### src/rtl/key_event_encoder.sv
// key_event_encoder
//   Turns six debounced key levels into a queue of key-event codes. Direction
//   keys (0..3) auto-repeat while they are held. Each key has its own pending
//   bit, so presses that arrive in the same cycle are all kept. The consumer
//   takes one event per valid/ready handshake.
//
// Ports
//   clk_50M    : system clock (single domain)
//   rst        : synchronous reset, active-high
//   key_level  : debounced levels, 1 = pressed
//                [0]left [1]right [2]up [3]down [4]confirm [5]quit
//   evt_valid  : the FIFO head holds an event
//   evt_ready  : the consumer pops the head when evt_valid & evt_ready
//   evt_code   : key index (0..5) of the head event
//   evt_repeat : the head event came from auto-repeat
//   fifo_level : number of queued events (0..FIFO_DEPTH)
//   overflow   : sticky flag, set when an event is coalesced into an
//                already-pending bit
//   ovf_clr    : clears overflow; a drop in the same cycle wins
module key_event_encoder #(
    parameter int unsigned REPEAT_DELAY  = 25_000_000,
    parameter int unsigned REPEAT_PERIOD = 5_000_000,
    parameter int unsigned CNT_W         = 25,
    parameter int unsigned FIFO_DEPTH    = 4
) (
    input  logic                          clk_50M,
    input  logic                          rst,
    input  logic [5:0]                    key_level,
    output logic                          evt_valid,
    input  logic                          evt_ready,
    output logic [2:0]                    evt_code,
    output logic                          evt_repeat,
    output logic [$clog2(FIFO_DEPTH):0]   fifo_level,
    output logic                          overflow,
    input  logic                          ovf_clr
);

    localparam int unsigned AW = $clog2(FIFO_DEPTH);

    localparam logic [1:0] ST_IDLE   = 2'd0;
    localparam logic [1:0] ST_DELAY  = 2'd1;
    localparam logic [1:0] ST_REPEAT = 2'd2;

    localparam logic [CNT_W-1:0] DELAY_LAST  = CNT_W'(REPEAT_DELAY - 1);
    localparam logic [CNT_W-1:0] PERIOD_LAST = CNT_W'(REPEAT_PERIOD - 1);

    logic [5:0]       key_prev_q, key_prev_d;
    logic [5:0]       pend_q, pend_d;
    logic [5:0]       pend_rep_q, pend_rep_d;
    logic [1:0]       state_q, state_d;
    logic [1:0]       owner_q, owner_d;
    logic [CNT_W-1:0] cnt_q, cnt_d;
    logic [2:0]       mem_code_q [FIFO_DEPTH];
    logic [2:0]       mem_code_d [FIFO_DEPTH];
    logic             mem_rep_q  [FIFO_DEPTH];
    logic             mem_rep_d  [FIFO_DEPTH];
    logic [AW-1:0]    wr_ptr_q, wr_ptr_d;
    logic [AW-1:0]    rd_ptr_q, rd_ptr_d;
    logic [AW:0]      count_q, count_d;
    logic             overflow_q, overflow_d;

    logic [5:0] press;
    logic       tick;
    logic       pop;
    logic       full;
    logic       push;
    logic       found;
    logic [2:0] push_idx;
    logic       drop;
    logic       set_new;
    logic       popping_i;

    always_comb begin
        press      = key_level & ~key_prev_q;
        key_prev_d = key_level;

        // Auto-repeat timer. A fresh direction press always takes ownership,
        // even from a key that would have ticked in this cycle.
        state_d = state_q;
        owner_d = owner_q;
        cnt_d   = cnt_q;
        tick    = 1'b0;
        if (|press[3:0]) begin
            state_d = ST_DELAY;
            cnt_d   = '0;
            if (press[0])      owner_d = 2'd0;
            else if (press[1]) owner_d = 2'd1;
            else if (press[2]) owner_d = 2'd2;
            else               owner_d = 2'd3;
        end else if (state_q != ST_IDLE) begin
            if (!key_level[owner_q]) begin
                state_d = ST_IDLE;
                cnt_d   = '0;
            end else if (state_q == ST_DELAY) begin
                if (cnt_q == DELAY_LAST) begin
                    tick    = 1'b1;
                    cnt_d   = '0;
                    state_d = ST_REPEAT;
                end else begin
                    cnt_d = cnt_q + 1'b1;
                end
            end else begin
                if (cnt_q == PERIOD_LAST) begin
                    tick  = 1'b1;
                    cnt_d = '0;
                end else begin
                    cnt_d = cnt_q + 1'b1;
                end
            end
        end

        // FIFO handshake; a full FIFO still accepts a push when it pops.
        pop  = (count_q != '0) && evt_ready;
        full = (count_q == (AW+1)'(FIFO_DEPTH));

        found    = 1'b0;
        push_idx = '0;
        for (int unsigned i = 0; i < 6; i++) begin
            if (pend_q[i] && !found) begin
                push_idx = 3'(i);
                found    = 1'b1;
            end
        end
        push = found && (!full || pop);

        // Pending bits. A new event on a bit that stays set this cycle is
        // merged into the older one, which keeps its repeat flag.
        pend_d     = pend_q;
        pend_rep_d = pend_rep_q;
        drop       = 1'b0;
        if (push) pend_d[push_idx] = 1'b0;
        for (int unsigned i = 0; i < 6; i++) begin
            set_new   = press[i] || (tick && (i < 4) && (owner_q == 2'(i)));
            popping_i = push && (push_idx == 3'(i));
            if (set_new) begin
                if (pend_q[i] && !popping_i) begin
                    drop = 1'b1;
                end else begin
                    pend_d[i]     = 1'b1;
                    pend_rep_d[i] = !press[i];
                end
            end
        end

        mem_code_d = mem_code_q;
        mem_rep_d  = mem_rep_q;
        wr_ptr_d   = wr_ptr_q;
        rd_ptr_d   = rd_ptr_q;
        if (push) begin
            mem_code_d[wr_ptr_q] = push_idx;
            mem_rep_d[wr_ptr_q]  = pend_rep_q[push_idx];
            wr_ptr_d             = wr_ptr_q + 1'b1;
        end
        if (pop) rd_ptr_d = rd_ptr_q + 1'b1;
        count_d = count_q + (AW+1)'(push) - (AW+1)'(pop);

        overflow_d = ovf_clr ? 1'b0 : overflow_q;
        if (drop) overflow_d = 1'b1;
    end

    always_ff @(posedge clk_50M) begin
        if (rst) begin
            key_prev_q <= '0;
            pend_q     <= '0;
            pend_rep_q <= '0;
            state_q    <= ST_IDLE;
            owner_q    <= '0;
            cnt_q      <= '0;
            mem_code_q <= '{default: '0};
            mem_rep_q  <= '{default: '0};
            wr_ptr_q   <= '0;
            rd_ptr_q   <= '0;
            count_q    <= '0;
            overflow_q <= 1'b0;
        end else begin
            key_prev_q <= key_prev_d;
            pend_q     <= pend_d;
            pend_rep_q <= pend_rep_d;
            state_q    <= state_d;
            owner_q    <= owner_d;
            cnt_q      <= cnt_d;
            mem_code_q <= mem_code_d;
            mem_rep_q  <= mem_rep_d;
            wr_ptr_q   <= wr_ptr_d;
            rd_ptr_q   <= rd_ptr_d;
            count_q    <= count_d;
            overflow_q <= overflow_d;
        end
    end

    assign evt_valid  = (count_q != '0);
    assign evt_code   = mem_code_q[rd_ptr_q];
    assign evt_repeat = mem_rep_q[rd_ptr_q];
    assign fifo_level = count_q;
    assign overflow   = overflow_q;

endmodule

### config.mk
export PLATFORM = sky130hd
export DESIGN_NAME = key_event_encoder
export DESIGN_NICKNAME = d
export VERILOG_FILES = /design/src/rtl/key_event_encoder.sv
export SDC_FILE = /design/constraint.sdc
export NUM_CORES = 1
export LEC_CHECK = 0
export CAP_MARGIN = 40
export CORE_UTILIZATION = 41
export CTS_CLUSTER_SIZE = 10
export DETAILED_ROUTE_END_ITERATION = 10
export GPL_TIMING_DRIVEN = 0
export PLACE_DENSITY = 0.56
export SETUP_SLACK_MARGIN = 0.5
export SYNTH_ARGS = -nofsm -noshare
export SYNTH_HDL_FRONTEND = slang
export SYNTH_SLANG_ARGS = --single-unit
### constraint.sdc
create_clock -name clk_50M -period 8.4 [get_ports clk_50M]
set_input_delay 0.84 -clock clk_50M [delete_from_list [all_inputs] [get_ports clk_50M]]
set_output_delay 0.84 -clock clk_50M [all_outputs]
set_load 0.05 [all_outputs]
==> results.yml, run 1 <==
finish:
  synthToLayoutAreaGrowth_pct: 14.1
  multi_input_area_sq_um: 1960
  layout_commonest_cell: "dfxtp_1"
  fin_cells: 534
  fillers: 842
  register_area_sq_um: 1420
  diodes: 0
  final_nets: 442
  drive_above_1_share: 0.154
  final_cell_mix: "dfxtp_1 (71), nand2_1 (42), nor2_1 (32), nand3_1 (23), a21oi_1 (21)"
detailed_routing:
  dr.pass1.iters: 4
  wire_per_inst_microns: 14.1
  ant_nets: 0
  drt-initial-drc-count: 53
  vias: 2807
  drc: 0
  via_per_inst: 5.26
  routed_wirelength_microns: 7510
clock_tree:
  postCtsResizedCells: 0
  cts_root_buf: "clkbuf_8"
  path_clk_slew_ps: 80
  clk_path_buf_depth: 2
  cts_tree: "yes"
  h-tree-depth: 3
  hold_buffers: 0
  clock_latency_ps: 350
  cts_num_sinks: 71
  cts_buffers: 9
  post_cts_buffers: 0
floorplan:
  coreArea_sq_um: 8300
  rows: 33
  ios: 19
  die_w_microns: 95.0
  start_util: 0.427
  die_area_sq_um: 9020
  die_h_microns: 95.0
place:
  gp_congestion: 0.806
  place_ws_ps: 4570
  dp_hpwl_microns: 5520
  io_buffers: 17
  dp_cells: 518
yosys:
  synth_top_family_by_area: "simple AND/OR/NAND/NOR gates"
  synth-compound-area-share: 0.130
  synth_mux_area_frac: 0.0459
  syn_area_per_cell_sq_um: 8.95
  synth_edf_count: 0
  synthXorXnorAreaFrac: 0.0544
  ys_seq_elements: 71
  synth_top_area_share: 0.401
  synth_top_area_cell: "dfxtp_1"
  ys_seq_area_frac: 0.401
  synth_cell_type_count: 62
  synth_area_leaders: "dfxtp_1 (40%), nand2_1 (4.4%), xnor2_1 (3.5%)"
  synthSimpleGateAreaFrac: 0.291
  ys_warn_count: 0
  ys.flop_type: "dfxtp_1"
  syn-num-nets: 414
  async_reset_ff_frac: 0
  netlist_area_sq_um: 3540
  synth_fa_ha_area_frac: 0.0304
  synth_cells: 396
timing:
  rsz0062_at_grt: "false"
  finClkSkew_ps: 7.39
  fin_ws_ps: 4960
  setup_viol: 0
  finalCritPeriodShare: 0.409
  period_needed_ps: 3440
  hold_viol: 0
  drv_slew: 0
  clock.fmax_ghz: 0.291
  slew-limit-headroom: 0.496
  finalSetupTns_ps: 0
  max_slew.worst_pin.slew_ps: 747
  holdWs_ps: 457
power_and_ir_drop:
  clockPowerShare: 0.305
  power_leakage_nw: 1.31
  power.share.combinational: 0.271
  p_total_mw: 0.906
  p_per_area_nw_per_um2: 224
  p_switching_mw: 0.311
  ir_worst_vdd_v: 0.000176
  internal_power_mw: 0.595
  seq_power_share: 0.424
  switching_share: 0.343
critical_path:
  crit_path_start_kind: "primary input"
  crit_top_cell: "inv_1"
  crit_slowest_cell: "nor4b_2"
  slowest_delay_ps: 560
  crit_chain: "clkdlybuf4s50_1 > nor4b_2 > nor2_1 > clkbuf_1 > inv_1 > ha_1 > inv_1 > ha_1 > inv_1 > fa_1 > xor2_1 > xnor2_1 > nor2_1"
  cp.arrival_ps: 3670
  r2r_setup_slack_ps: 5370
  endpoint_kind: "register"
  path_class: "primary input to register"
  crit_required_ps: 8630
  worstPathMaxFanout: 10
worst_hold_path:
  hold_path_class: "register to register"
run_status:
  status: "completed"
grt:
  grt-ovfl-total: 0
  grt_first_pass_wirelength_microns: 12800
  grt_max_degree: 14
  grt_pass1_vias: 2672
  track_usage: 0.186
  antenna_found_initial: 0
job:
  maxCapViolCount: 0
## metal layers
layer  global-route usage  vias up  wire length (microns)
met3               0.0346       11                    158
met2                0.303       35                   3520
met1                0.241     1315                   3710
li1                     -     1446                      -
met5                    0        -                      0
met4               0.0770        0                    122
## layout make-up
cell class	count	share of cell area
Clock inverter	7	0.0180
Tap cell	105	0.0325
Clock buffer	9	0.0307
Buffer	18	0.0260
Sequential cell	71	0.352
Timing Repair Buffer	17	0.0421
Inverter	16	0.0149
Multi-Input combinational cell	291	0.484
## power groups by stage
| stage | sequential [mW] | combinational (mW) | clock (mW) |
|---|---|---|---|
| 2_1_floorplan | 0.412 | 0.159 | 0 |
| 3_3_place_gp | 0.392 | 0.246 | 0 |
| 3_5_place_dp | 0.393 | 0.247 | 0 |
| 4_1_cts | 0.385 | 0.249 | 0.283 |
| 5_1_grt | 0.389 | 0.271 | 0.299 |
| 6_report | 0.384 | 0.246 | 0.276 |
## path summary, 6_finish.rpt
check | startpoint | to | cells past startpoint
max | evt_ready | fifo_level[2] | 13
min | pend_rep_q[5] | pend_rep_q[5] | 1
max reg2reg | pend_q[2] | fifo_level[2] | 14
min reg2reg | pend_rep_q[5] | pend_rep_q[5] | 1
## cells in the mapped netlist, drive strengths merged, types with 2 or more instances
master / count
a2111oi: 2
a211oi: 4
a21oi: 24
a221oi: 2
a31oi: 7
and2: 3
and3: 3
buf: 7
clkbuf: 11
dfxtp: 71
ha: 7
inv: 16
mux2i: 5
mux4: 5
nand2: 42
nand2b: 4
nand3: 23
nand3b: 5
nand4: 4
nand4b: 2
nor2: 49
nor2b: 13
nor3: 12
nor3b: 3
nor4: 9
o21ai: 13
o21bai: 4
or3: 4
or4: 2
or4b: 3
xnor2: 14
xor2: 8
## worst max-delay path, delay by kind of cell
kind / cells / cell delay (ps)
buf+inv: 5 / 900
fa+ha+maj: 3 / 720
simple gates: 3 / 880
xor+xnor: 2 / 310
## stage by stage
stage / area (sq um) / utilization
floorplan: 3540 / -
global placement: 3840 / 0.463
detailed placement: 3840 / 0.463
CTS: 4040 / 0.487
global route: 4040 / 0.487
finish: 4040 / 0.487
## sequential cells by signal (all words and copies together), names as in the netlist
signal      cells
key_prev_q      6
mem_code_q     12
rd_ptr_q        2
owner_q         2
fifo_level      3
mem_rep_q       4
state_q         2
cnt_q          25
overflow        1
pend_q          6
wr_ptr_q        2
pend_rep_q      6
## logic make-up (layout without fill, tap and decap cells)
logic type                 Yosys count  count (layout)
and+or+nand+nor                    185             185
AOI/OAI and AO/OA                   66              66
muxes                               10              10
xor gates and xnor gates            22              22
adders and majority gates            8               8
DFF                                 71              71
buffers and inverters               34              67
No activity file was read; power rests on OpenSTA's default activity.
==> inputs of run 2 (changes only) <==
Settings changed: PLACE_DENSITY 0.56 to 0.58.
Clock period 8.4 ns to 3.01 ns, I/O delays scaled along.
==> run 2 against run 1 <==
  * Clock power up 140%
  * Register-to-register slack worse by 4900 ps
  * Cell count up 0.75%
  * Combinational power rose to 3.1 times the previous value
  * Design area up 2.4%
  * Worst setup slack worse by 4500 ps
  * Largest power group unchanged
==> results.yml, run 2 (synthesis gave the netlist of run 1 again) <==
clock_tree:
  hold_buffers: 0
  clk_path_buf_depth: 2
  cts_root_buf: "clkbuf_8"
  cts_num_sinks: 71
  cts_buffers: 9
  h-tree-depth: 3
  clock_latency_ps: 350
  path_clk_slew_ps: 80
  cts_tree: "yes"
worst_hold_path:
  hold_depth: 3
  hold_path_class: "primary input to register"
grt:
  grt_pass1_vias: 2810
  track_usage: 0.190
  antenna_found_initial: 0
  grt_max_degree: 13
  grt_first_pass_wirelength_microns: 13200
  grt-ovfl-total: 0
detailed_routing:
  routed_wirelength_microns: 7730
  vias: 2893
  dr_wl_met2_microns: 3670
  wl_met3_microns: 270
  via_per_inst: 5.38
  dr.pass1.iters: 4
  dr.max_layer_used: "met4"
  wire_per_inst_microns: 14.4
  drc: 0
  drt-initial-drc-count: 82
  ant_nets: 0
  wl_met1_microns: 3670
power_and_ir_drop:
  ir_worst_vdd_v: 0.000576
  power_leakage_nw: 1.35
  p_per_area_nw_per_um2: 610
finish:
  final_cell_mix: "dfxtp_1 (67), nand2_1 (42), nor2_1 (31), nand3_1 (23), a21oi_1 (21)"
  fin_cells: 538
  reg_top3: "cnt_q: 25 flops, mem_code_q: 12 flops"
  largest_reg_flops: 25
  diodes: 0
  register_area_sq_um: 1430
  synthToLayoutAreaGrowth_pct: 16.8
  drive_above_1_share: 0.203
  final_util: 0.499
  regMostFlops: "cnt_q"
  design_area_sq_um: 4140
  final_nets: 446
  fillers: 808
  multi_input_area_sq_um: 2030
  layout_commonest_cell: "dfxtp_1"
floorplan:
  coreArea_sq_um: 8300
  die_h_microns: 95.0
  die_area_sq_um: 9020
  rows: 33
  ios: 19
  start_util: 0.427
  die_w_microns: 95.0
place:
  io_buffers: 17
  gp_congestion: 0.801
  dp_cells: 518
  dpl_cell_area_sq_um: 3880
  dp_hpwl_microns: 5570
timing:
  setup_viol: 0
  finalCritPeriodShare: 0.841
  hold_viol: 0
  slew-limit-headroom: 0.484
  max_slew.worst_pin.slew_ps: 764
  holdWs_ps: 418
  period_needed_ps: 2530
  rsz0062_at_grt: "true"
  finClkSkew_ps: 5.92
  drv_slew: 0
  clock.fmax_ghz: 0.395
run_status:
  status: "completed"
critical_path:
  cp.arrival_ps: 2750
  crit_slowest_cell: "or4_4"
  rr_worst_depth: 14
  cp_top_family: "simple AND/OR/NAND/NOR gates"
  path_buf_inv: 5
  crit_cells: 14
  crit_chain: "buf_8 > or4_4 > nor3_4 > nor2_4 > buf_8 > inv_4 > ha_4 > inv_2 > ha_4 > inv_2 > fa_2 > xor2_1 > xnor2_1 > nor2_1"
  worstPathMaxFanout: 2
  path_class: "register to register"
  crit_path_start_kind: "register"
  crit_required_ps: 3230
  slowest_delay_ps: 490
  endpoint_kind: "register"
job:
  maxCapViolCount: 0
run 2: cell count changes in the layout (fill, tap and decap cells not counted), sizes merged:
cell / previous run / this run
buf: 7 / 13
clkdlybuf4s50: 17 / 13
dlygate4sd2: 0 / 4
clkbuf: 20 / 18
clkinv: 3 / 5
bufinv: 1 / 0
inv: 17 / 16
run 2: through the flow:
stage          setup WS [ps]  TNS [ps]  total power [mW]
2_1_floorplan            398         0              1.62
3_3_place_gp            -105      -105              1.80
3_5_place_dp            -107      -107              1.81
4_1_cts                  282         0              2.54
5_1_grt                  364         0              2.67
6_report                 480         0              2.53
run 2: path summary, 6_finish.rpt:
kind              slack [ps]          start       endpoint
hold / removal           420            rst   mem_rep_q[2]
hold reg to reg          460  mem_code_q[7]  mem_code_q[7]
setup reg to reg         480      pend_q[2]  fifo_level[2]
setup / recovery         480      pend_q[2]  fifo_level[2]
run 2: power by group:
group	leakage (nW)	total, mW	switching, mW	internal (mW)
Combinational	0.690	0.768	0.447	0.320
Clock	0.0846	0.669	0.378	0.291
Sequential	0.579	1.09	0.0745	1.02
Total	1.35	2.53	0.900	1.63
run 2: repair_timing:
item                                    in CTS  in global routing
buffers inserted                             4                  0
gates resized for setup                     16                  6
pin swaps                                    8                  8
endpoints found under the setup margin       6                 12
run 2: metal layers:
layer,GRT usage,vias to the layer above
met5,0,-
met2,0.320,53
met4,0.0644,0
met1,0.239,1367
met3,0.0435,12
li1,-,1461
run 2: cell type report:
type,instances,share of cell area
Multi-Input combinational cell,291,0.491
Buffer,18,0.0308
Clock inverter,7,0.00967
Sequential cell,71,0.345
Timing Repair Buffer,21,0.0472
Clock buffer,9,0.0299
Inverter,16,0.0151
Tap cell,105,0.0317
run 2: worst reg2reg max path, cell delays in order (launching register included):
cell	delay (ps)
dfxtp_2	320
buf_8	110
or4_4	500
nor3_4	160
nor2_4	60
buf_8	140
inv_4	50
ha_4	180
inv_2	60
ha_4	120
inv_2	30
fa_2	330
xor2_1	170
xnor2_1	140
nor2_1	50
==> inputs of run 3 (changes only) <==
Clock period 3.01 ns to 2.11 ns, I/O delays scaled along.
==> run 3 against run 2 <==
  * The run now ends with negative setup slack left
  * Total power is 65% higher
  * First-iteration DRC count grew 39%
  * Global-route usage grew 2.0 points
  * Count of clock-buffer cells in the layout up 1
  * Design area rose by 18%
  * Combinational power is 76% higher
  * Clock power increased by 88%
  * Cell count is 7.6% higher
  * Wire length up 12%
  * Critical path type unchanged
  * Largest power group unchanged
  * Highest routed layer unchanged
==> results.yml, run 3 (synthesis gave the netlist of run 1 again) <==
timing:
  drv_slew: 0
  finalSetupTns_ps: -5780
  rsz0062_at_grt: "true"
  setup_viol: 29
  hold_viol: 0
  period_needed_ps: 2530
  max_slew.worst_pin.slew_ps: 804
  finalCritPeriodShare: 1.20
  clock.fmax_ghz: 0.395
  fin_ws_ps: -423
  finClkSkew_ps: 7.56
  slew-limit-headroom: 0.457
critical_path:
  endpoint_kind: "register"
  path_class: "register to register"
  crit_chain: "buf_8 > or4_4 > nor3_4 > nor2_4 > buf_8 > inv_4 > ha_4 > inv_2 > ha_4 > inv_2 > fa_2 > xor2_1 > xnor2_1 > nor2_1"
  cp.arrival_ps: 2750
  crit_required_ps: 2320
  crit_path_start_kind: "register"
  worstPathMaxFanout: 2
  slowest_delay_ps: 490
  path_buf_inv: 5
  cp_top_family: "simple AND/OR/NAND/NOR gates"
  crit_slowest_cell: "or4_4"
  r2r_setup_slack_ps: -420
finish:
  layout_commonest_cell: "dfxtp_1"
  reg_top3: "cnt_q: 25 flops, mem_code_q: 12 flops"
  synthToLayoutAreaGrowth_pct: 37.9
  regMostFlops: "cnt_q"
  drive_above_1_share: 0.373
  diodes: 0
  final_nets: 487
  final_cell_mix: "dfxtp_1 (54), nand2_1 (35), buf_4 (30), nor2_1 (29), nand3_1 (20)"
  design_area_sq_um: 4890
  fin_cells: 579
  fillers: 704
  largest_reg_flops: 25
run_status:
  violations: "negative setup slack"
  status: "finished with violations"
floorplan:
  coreArea_sq_um: 8300
  die_h_microns: 95.0
  rows: 33
  start_util: 0.427
  die_area_sq_um: 9020
  ios: 19
  die_w_microns: 95.0
job:
  maxCapViolCount: 0
place:
  io_buffers: 17
  dpl_cell_area_sq_um: 3930
  dp_hpwl_microns: 5560
  gp_congestion: 0.806
  dp_cells: 518
detailed_routing:
  drt-initial-drc-count: 114
  dr.pass1.iters: 4
  via_per_inst: 5.34
  ant_nets: 0
  drc: 0
  routed_wirelength_microns: 8660
  vias: 3093
  wire_per_inst_microns: 14.9
power_and_ir_drop:
  ir_worst_vdd_v: 0.000463
  power_leakage_nw: 1.75
  p_per_area_nw_per_um2: 853
  p_total_mw: 4.17
grt:
  grt_pass1_vias: 2942
  grt_max_degree: 14
  antenna_found_initial: 0
  grt_first_pass_wirelength_microns: 14400
  grt-ovfl-total: 0
  track_usage: 0.210
clock_tree:
  path_clk_slew_ps: 80
  hold_buffers: 0
  h-tree-depth: 3
  clock_latency_ps: 350
  cts_tree: "yes"
  cts_num_sinks: 71
  cts_root_buf: "clkbuf_8"
  clk_path_buf_depth: 2
  cts_buffers: 9
worst_hold_path:
  hold_path_class: "primary input to register"
run 3: repair_timing:
action | 4_1_cts | 5_1_grt
cloned | 3 | 0
pin swaps | 16 | 15
setup buffers | 30 | 12
setup endpoints to repair | 69 | 65
gates resized for setup | 113 | 19
run 3: layer usage:
| metal | part of all wire | up-vias | wire (microns) | global-route usage |
|---|---|---|---|---|
| li1 | - | 1538 | - | - |
| met1 | 0.51 | 1493 | 4390 | 0.294 |
| met2 | 0.44 | 49 | 3830 | 0.326 |
| met3 | 0.034 | 13 | 294 | 0.0346 |
| met4 | 0.016 | 0 | 142 | 0.0758 |
| met5 | 0 | - | 0 | 0 |
run 3: metrics by stage:
step	util	hold slack [ps]	setup slack, ps
CTS	0.569	317	-459
global placement	0.473	444	-796
finish	0.589	336	-423
floorplan	-	339	-458
detailed placement	0.473	447	-814
global route	0.589	331	-516
run 3: report_power, final:
part | internal (mW) | total [mW] | switching [mW]
clock network | 0.704 | 1.26 | 0.551
logic | 0.623 | 1.35 | 0.729
registers | 1.45 | 1.56 | 0.113
run 3: layout make-up:
cell class / instances / area [sq um] / share of cell area
multi-input cells: 291 / 2240 / 0.459
flip-flops and latches: 71 / 1450 / 0.297
repair buffers: 62 / 607 / 0.124
plain buffers: 18 / 163 / 0.0333
clock buffers: 10 / 138 / 0.0282
well taps: 105 / 131 / 0.0269
clock inverters: 6 / 92.6 / 0.0189
inverters: 16 / 62.6 / 0.0128
run 3: path summary, 6_finish.rpt:
kind / startpoint / to / cells after the start
max reg2reg: pend_q[2] / fifo_level[2] / 14
min reg2reg: mem_code_q[1] / mem_code_q[1] / 2
min: rst / mem_rep_q[2] / 3
max: pend_q[2] / fifo_level[2] / 14
run 3: worst min-delay path, delay by kind of cell:
family | cells | cell delay (ps)
compound gates | 1 | 60
buf+inv | 1 | 170
simple gates | 1 | 200
